`src/rtl/cpu_rp2a03_apu_frame_counter_pkg.sv`:
```
// Shared APU constants: frame sequencer step positions, $4017 field layout,
// counter widths and small decode helpers.
package cpu_rp2a03_apu_frame_counter_pkg;

  localparam int CNT_W     = 16;
  localparam int RST_DLY_W = 3;

  localparam int STEP1_CYC = 7457;
  localparam int STEP2_CYC = 14913;
  localparam int STEP3_CYC = 22371;
  localparam int STEP4_CYC = 29829;
  localparam int STEP5_CYC = 37281;

  localparam int MODE_BIT        = 7;
  localparam int IRQ_INHIBIT_BIT = 6;

  typedef enum logic {
    MODE_4STEP = 1'b0,
    MODE_5STEP = 1'b1
  } fc_mode_e;

  typedef struct packed {
    fc_mode_e mode;
    logic     inhibit;
  } fc_ctrl_t;

  function automatic fc_ctrl_t decode_ctrl(input logic [7:0] data);
    fc_ctrl_t c;
    c.mode    = fc_mode_e'(data[MODE_BIT]);
    c.inhibit = data[IRQ_INHIBIT_BIT];
    return c;
  endfunction

  // A $4017 write lands 3 CPU cycles later on an even cycle, 4 on an odd one.
  function automatic logic [RST_DLY_W-1:0] restart_delay(input logic parity);
    return parity ? RST_DLY_W'(4) : RST_DLY_W'(3);
  endfunction

endpackage

```
`src/rtl/cpu_rp2a03_apu_frame_counter_if.sv`:
```
// CPU-side bus of the frame sequencer: cycle enable, $4017 write, $4015 read,
// and the strobes/IRQ it returns.
interface cpu_rp2a03_apu_frame_counter_if;
  logic       cpu_cycle_i;
  logic       frame_counter_wr_i;
  logic [7:0] frame_counter_wr_data_i;
  logic       status_rd_i;
  logic       quarter_frame_o;
  logic       half_frame_o;
  logic       frame_irq_o;

  modport master (
    output cpu_cycle_i, frame_counter_wr_i, frame_counter_wr_data_i, status_rd_i,
    input  quarter_frame_o, half_frame_o, frame_irq_o
  );

  modport slave (
    input  cpu_cycle_i, frame_counter_wr_i, frame_counter_wr_data_i, status_rd_i,
    output quarter_frame_o, half_frame_o, frame_irq_o
  );
endinterface

```
`src/rtl/cpu_rp2a03_apu_frame_counter.sv`:
```
// RP2A03 APU frame sequencer: CPU-cycle step counter, $4017 restart with
// parity-dependent delay, quarter/half-frame strobes and the frame IRQ flag.
module cpu_rp2a03_apu_frame_counter #(
  parameter int unsigned STEP1_CYC = cpu_rp2a03_apu_frame_counter_pkg::STEP1_CYC,
  parameter int unsigned STEP2_CYC = cpu_rp2a03_apu_frame_counter_pkg::STEP2_CYC,
  parameter int unsigned STEP3_CYC = cpu_rp2a03_apu_frame_counter_pkg::STEP3_CYC,
  parameter int unsigned STEP4_CYC = cpu_rp2a03_apu_frame_counter_pkg::STEP4_CYC,
  parameter int unsigned STEP5_CYC = cpu_rp2a03_apu_frame_counter_pkg::STEP5_CYC
) (
  input  logic                         clk_i,
  input  logic                         rst_i,
  cpu_rp2a03_apu_frame_counter_if.slave bus
);
  import cpu_rp2a03_apu_frame_counter_pkg::*;

  localparam logic [CNT_W-1:0] C_S1   = CNT_W'(STEP1_CYC);
  localparam logic [CNT_W-1:0] C_S2   = CNT_W'(STEP2_CYC);
  localparam logic [CNT_W-1:0] C_S3   = CNT_W'(STEP3_CYC);
  localparam logic [CNT_W-1:0] C_S4   = CNT_W'(STEP4_CYC);
  localparam logic [CNT_W-1:0] C_S4M1 = CNT_W'(STEP4_CYC - 1);
  localparam logic [CNT_W-1:0] C_S4P1 = CNT_W'(STEP4_CYC + 1);
  localparam logic [CNT_W-1:0] C_S5   = CNT_W'(STEP5_CYC);
  localparam logic [CNT_W-1:0] C_S5P1 = CNT_W'(STEP5_CYC + 1);

  logic [CNT_W-1:0]     cnt;
  fc_mode_e             mode;
  logic                 inhibit;
  logic                 irq;
  logic                 parity;
  logic                 pend;
  logic [RST_DLY_W-1:0] dly;
  logic                 quarter_q;
  logic                 half_q;

  fc_ctrl_t wr_ctrl;
  fc_mode_e mode_eff;
  logic     wr_en, rd_en, inh_eff, expire;
  logic     q_nxt, h_nxt, set_nxt, wrap_nxt, irq_nxt;

  always_comb begin
    wr_en    = bus.cpu_cycle_i & bus.frame_counter_wr_i;
    rd_en    = bus.cpu_cycle_i & bus.status_rd_i;
    wr_ctrl  = decode_ctrl(bus.frame_counter_wr_data_i);
    mode_eff = wr_en ? wr_ctrl.mode    : mode;
    inh_eff  = wr_en ? wr_ctrl.inhibit : inhibit;
    // A fresh write reloads the delay, so it pre-empts an expiry in the same cycle.
    expire   = pend & (dly == RST_DLY_W'(1)) & ~wr_en;

    q_nxt    = 1'b0;
    h_nxt    = 1'b0;
    set_nxt  = 1'b0;
    wrap_nxt = 1'b0;
    if (expire) begin
      q_nxt = (mode_eff == MODE_5STEP);
      h_nxt = (mode_eff == MODE_5STEP);
    end else if (mode_eff == MODE_4STEP) begin
      q_nxt    = (cnt == C_S1) | (cnt == C_S2) | (cnt == C_S3) | (cnt == C_S4);
      h_nxt    = (cnt == C_S2) | (cnt == C_S4);
      set_nxt  = (cnt >= C_S4M1) & (cnt <= C_S4P1);
      wrap_nxt = (cnt == C_S4P1);
    end else begin
      q_nxt    = (cnt == C_S1) | (cnt == C_S2) | (cnt == C_S3) | (cnt == C_S5);
      h_nxt    = (cnt == C_S2) | (cnt == C_S5);
      wrap_nxt = (cnt == C_S5P1);
    end

    // Set beats clear when both land in the same CPU cycle.
    irq_nxt = irq;
    if (set_nxt & ~inh_eff)
      irq_nxt = 1'b1;
    else if (rd_en | (wr_en & inh_eff))
      irq_nxt = 1'b0;
  end

  always_ff @(posedge clk_i) begin
    if (rst_i) begin
      cnt       <= '0;
      mode      <= MODE_4STEP;
      inhibit   <= 1'b0;
      irq       <= 1'b0;
      parity    <= 1'b0;
      pend      <= 1'b0;
      dly       <= '0;
      quarter_q <= 1'b0;
      half_q    <= 1'b0;
    end else begin
      quarter_q <= 1'b0;
      half_q    <= 1'b0;
      if (bus.cpu_cycle_i) begin
        quarter_q <= q_nxt;
        half_q    <= h_nxt;
        parity    <= ~parity;
        mode      <= mode_eff;
        inhibit   <= inh_eff;
        irq       <= irq_nxt;
        cnt       <= (expire | wrap_nxt) ? '0 : cnt + 1'b1;
        if (wr_en) begin
          pend <= 1'b1;
          dly  <= restart_delay(parity);
        end else if (pend) begin
          if (dly == RST_DLY_W'(1))
            pend <= 1'b0;
          dly <= dly - 1'b1;
        end
      end
    end
  end

  assign bus.quarter_frame_o = quarter_q;
  assign bus.half_frame_o    = half_q;
  assign bus.frame_irq_o     = irq;

endmodule
```
`src/flat_wrapper.sv`:
```
// flat-port wrapper written by rule: the top's interface ports become plain ports
module cpu_rp2a03_apu_frame_counter_flat import cpu_rp2a03_apu_frame_counter_pkg::*;
#(
  parameter int unsigned STEP1_CYC = cpu_rp2a03_apu_frame_counter_pkg::STEP1_CYC,
  parameter int unsigned STEP2_CYC = cpu_rp2a03_apu_frame_counter_pkg::STEP2_CYC,
  parameter int unsigned STEP3_CYC = cpu_rp2a03_apu_frame_counter_pkg::STEP3_CYC,
  parameter int unsigned STEP4_CYC = cpu_rp2a03_apu_frame_counter_pkg::STEP4_CYC,
  parameter int unsigned STEP5_CYC = cpu_rp2a03_apu_frame_counter_pkg::STEP5_CYC
)
  (clk_i, rst_i, bus_cpu_cycle_i, bus_frame_counter_wr_i, bus_frame_counter_wr_data_i, bus_status_rd_i, bus_quarter_frame_o, bus_half_frame_o, bus_frame_irq_o);
  cpu_rp2a03_apu_frame_counter_if bus_i ();
  input  logic clk_i;
  input  logic rst_i;
  input wire logic [$bits(bus_i.cpu_cycle_i)-1:0] bus_cpu_cycle_i;
  input wire logic [$bits(bus_i.frame_counter_wr_i)-1:0] bus_frame_counter_wr_i;
  input wire logic [$bits(bus_i.frame_counter_wr_data_i)-1:0] bus_frame_counter_wr_data_i;
  input wire logic [$bits(bus_i.status_rd_i)-1:0] bus_status_rd_i;
  output wire logic [$bits(bus_i.quarter_frame_o)-1:0] bus_quarter_frame_o;
  output wire logic [$bits(bus_i.half_frame_o)-1:0] bus_half_frame_o;
  output wire logic [$bits(bus_i.frame_irq_o)-1:0] bus_frame_irq_o;
  assign bus_i.cpu_cycle_i = bus_cpu_cycle_i;
  assign bus_i.frame_counter_wr_i = bus_frame_counter_wr_i;
  assign bus_i.frame_counter_wr_data_i = bus_frame_counter_wr_data_i;
  assign bus_i.status_rd_i = bus_status_rd_i;
  assign bus_quarter_frame_o = bus_i.quarter_frame_o;
  assign bus_half_frame_o = bus_i.half_frame_o;
  assign bus_frame_irq_o = bus_i.frame_irq_o;
  cpu_rp2a03_apu_frame_counter #(.STEP1_CYC(STEP1_CYC), .STEP2_CYC(STEP2_CYC), .STEP3_CYC(STEP3_CYC), .STEP4_CYC(STEP4_CYC), .STEP5_CYC(STEP5_CYC)) u_core (.clk_i(clk_i), .rst_i(rst_i), .bus(bus_i));
endmodule
```
`config.mk`:
```
export PLATFORM = sky130hd
export DESIGN_NAME = cpu_rp2a03_apu_frame_counter_flat
export DESIGN_NICKNAME = d
export VERILOG_FILES = /design/src/rtl/cpu_rp2a03_apu_frame_counter_pkg.sv /design/src/rtl/cpu_rp2a03_apu_frame_counter_if.sv /design/src/rtl/cpu_rp2a03_apu_frame_counter.sv /design/src/flat_wrapper.sv
export SDC_FILE = /design/constraint.sdc
export NUM_CORES = 1
export LEC_CHECK = 0
export ABC_CLOCK_PERIOD_IN_PS = 2000
export BUFFER_PORTS_ARGS = -buffer_cell sky130_fd_sc_hd__buf_2
export CORE_ASPECT_RATIO = 1.75
export CORE_MARGIN = 4
export CORE_UTILIZATION = 40
export CTS_BUF_LIST = sky130_fd_sc_hd__clkbuf_8
export DETAILED_ROUTE_END_ITERATION = 12
export PLACE_DENSITY_LB_ADDON = 0.25
export SYNTH_ARGS = -nofsm -noshare
export SYNTH_HDL_FRONTEND = slang
export SYNTH_SLANG_ARGS = --single-unit
```
`constraint.sdc`:
```
create_clock -name clk_i -period 2 [get_ports clk_i]
set_input_delay 0.4 -clock clk_i [delete_from_list [all_inputs] [get_ports clk_i]]
set_output_delay 0.4 -clock clk_i [all_outputs]
set_load 0.05 [all_outputs]
```
==> results.toml <==
[floorplan]
die_h_um = 90.3
ios = 16
fp.dieW_um = 55.0
rows = 29
coreArea_um2 = 3660
start_util = 0.422
dieArea_um2 = 4970

[synth]
syn_inst = 196
yosysMostFrequentCell = "dfxtp_1"
yosys_register_bits = 26
synth_edf_count = 0
synth_fa_ha_area_frac = 0.0404
yosysWarnings = 0
netlist_area_um2 = 1550
synth_top_family_by_area = "simple AND/OR/NAND/NOR gates"
synthSimpleGateAreaFrac = 0.335
synth_xor_xnor_area_share = 0.0736
yosys.cell_types.count = 40
ys.flop_type = "dfxtp_1"
yosysTopAreaCell = "dfxtp_1"
synth_nets = 214
synth_top_cell_area_share = 0.336
seq_area_frac_synth = 0.336
synthArstFlopShare = 0
synth-compound-area-share = 0.161
synth_common_cells = "dfxtp_1 (26), nor2_1 (23), nand2_1 (15), a21oi_1 (14), o21ai_0 (10)"
syn_avg_cell_area_um2 = 7.90
synth_area_leaders = "dfxtp_1 (34%), nor2_1 (5.6%), a21oi_1 (4.5%), xnor2_1 (4.5%), ha_1 (4.0%)"
muxShareOfSynthArea = 0

[layout]
n_antenna_cell = 0
drive_gt1_frac = 0.141
fin_nets = 224
syn2layout_area_growth_pct = 12.3

[grt]
grt_pass1_wl_um = 6580
grt_usage = 0.175
antenna_found_initial = 0
grt_pass1_vias = 1479
grt-ovfl-total = 0
grt_max_degree = 15

[run_status]
status = "finished clean"

[timing]
max_slew_margin = 0.714
finalWorstSetupSlack_ns = 0.159
slew_viol_final = 0
rsz0062_at_grt = "false"
finalCritPeriodShare = 0.920
hold_viol = 0
min_period_ns = 1.84
setup_viol = 0
tightest_slew_ns = 0.426
skew_ns = 0.00793
fmax_mhz = 543
finalSetupTns_ns = 0

[critical_path]
critPathLaunchType = "flop"
critPathKind = "reg -> reg"
crit_fanout = 7
worst_setup_path_end_kind = "flop"
required_ns = 2.20
critPathArrivalTime_ns = 2.04

[placed_design]
dp_hpwl_um = 2860
io_buffers = 9
place_congestion = 0.911
pre_cts_ws_ns = -0.0184

[detailed_routing]
drt_iter0_markers = 41
wl_per_cell_um = 15.3
via_per_inst = 5.89
vias = 1479
drc_errors = 0
routed_wl_um = 3850
first_pass_iters = 4
ant_nets = 0

[clocking]
ctsHoldBuffers = 0
clock_latency_ns = 0.28
cts-root-buf = "clkbuf_8"
post_cts_buffers = 0
cts_buffer_depth = 2
cts_resized = 0
cts_max_level = 1
clkTransAtPathRegs_ns = 0.09
cts_sinks = 26
cts_tree = "yes"
numCtsBuffers = 3

[power]
finalPower_w = 0.000996
p_clk_frac = 0.348
internal_power_w = 0.000752
switching_share = 0.245
seqPwrFrac = 0.550
power_leakage_nw = 0.672
comb_power_share = 0.102
power_density_nw_per_um2 = 573
ir_drop_mv = 0.323
power.switching_w = 0.000244

[hold_path]
hold_class = "in -> reg"

[job]
cap_viol_max_count = 0
critical path, cell delays in order, from the launching register on:
cell	delay, ns
dfxtp_1	0.45
inv_1	0.07
ha_1	0.21
nand4b_1	0.23
nor4_2	0.10
buf_4	0.15
or4_1	0.39
a21oi_1	0.16
kinds of logic (layout without fill, tap and decap cells):
group / after synthesis / after routing
AO/OA/AOI/OAI: 37 / 37
XOR/XNOR: 13 / 13
adder cells (fa/ha/maj): 5 / 5
buffers and inverters: 19 / 28
flip-flops: 26 / 26
AND/OR/NAND/NOR: 96 / 96
cell usage in the layout (no fill, tap or decap), drive strengths merged:
cell     instances
nor2            23
a21o             1
and4             2
xor2             5
nor4             5
o31a             1
o21ai           10
o2111a           1
nand4            8
ha               5
a31oi            2
clkbuf           4
or4              2
and4b            1
o41ai            1
xnor2            8
a221oi           2
nand3            8
and2             2
dfxtp           26
a32o             1
nand4bb          1
nand2b           2
or2              1
nand4b           2
a21oi           15
nor2b            4
a211o            1
buf             18
nor3             7
nand3b           2
nor4bb           2
a22o             1
nand2           16
inv              6
a221o            1
and3             8
flip-flops by register name, summed over array words and instances (netlist names):
name	count
u_core.cnt	16
u_core.dly	3
u_core.bus.frame_irq_o	1
u_core.bus.half_frame_o	1
u_core.bus.quarter_frame_o	1
u_core.inhibit	1
u_core.mode	1
u_core.parity	1
u_core.pend	1
final timing paths:
| path | from | to | slack (ns) | depth (start not counted) |
|---|---|---|---|---|
| max | u_core.cnt[0] | u_core.cnt[1] | 0.16 | 7 |
| min | bus_frame_counter_wr_data_i[6] | u_core.inhibit | 0.41 | 3 |
| max reg2reg | u_core.cnt[0] | u_core.cnt[1] | 0.16 | 7 |
| min reg2reg | u_core.inhibit | u_core.inhibit | 0.48 | 2 |
power by group through the flow:
stage	sequential (W)	clock, W	combinational [W]
2_1_floorplan	0.000554	0	0.0000708
6_report	0.000548	0.000347	0.000101
4_1_cts	0.000547	0.000355	0.0000989
5_1_grt	0.000550	0.000376	0.000116
3_3_place_gp	0.000558	0	0.0000946
3_5_place_dp	0.000559	0	0.0000979
through the flow:
stage / util / cell area, um2 / hold slack [ns] / instances
finish: 0.474 / 1740 / 0.405 / 251
global route: 0.474 / 1740 / 0.427 / 251
CTS: 0.467 / 1710 / 0.406 / 251
detailed placement: 0.452 / 1660 / 0.459 / 247
global placement: 0.452 / 1660 / 0.451 / 247
floorplan: - / 1550 / 0.436 / 196
cell type report:
cell class | instances | area, um2
fill | 377 | 1930
multi-input combinational | 151 | 968
sequential | 26 | 522
timing repair buffer | 18 | 113
tap | 46 | 57.6
clock buffer | 4 | 55.1
inverter | 6 | 22.5
per-layer routing:
layer	part of all wire	wire [um]	vias up	track usage
met5	0	0	-	0
met4	0.034	130	0	0.0953
met3	0.032	122	12	0.0248
met2	0.53	2050	34	0.296
met1	0.40	1550	709	0.196
li1	-	-	724	-
No activity file was read; power rests on OpenSTA's default activity.
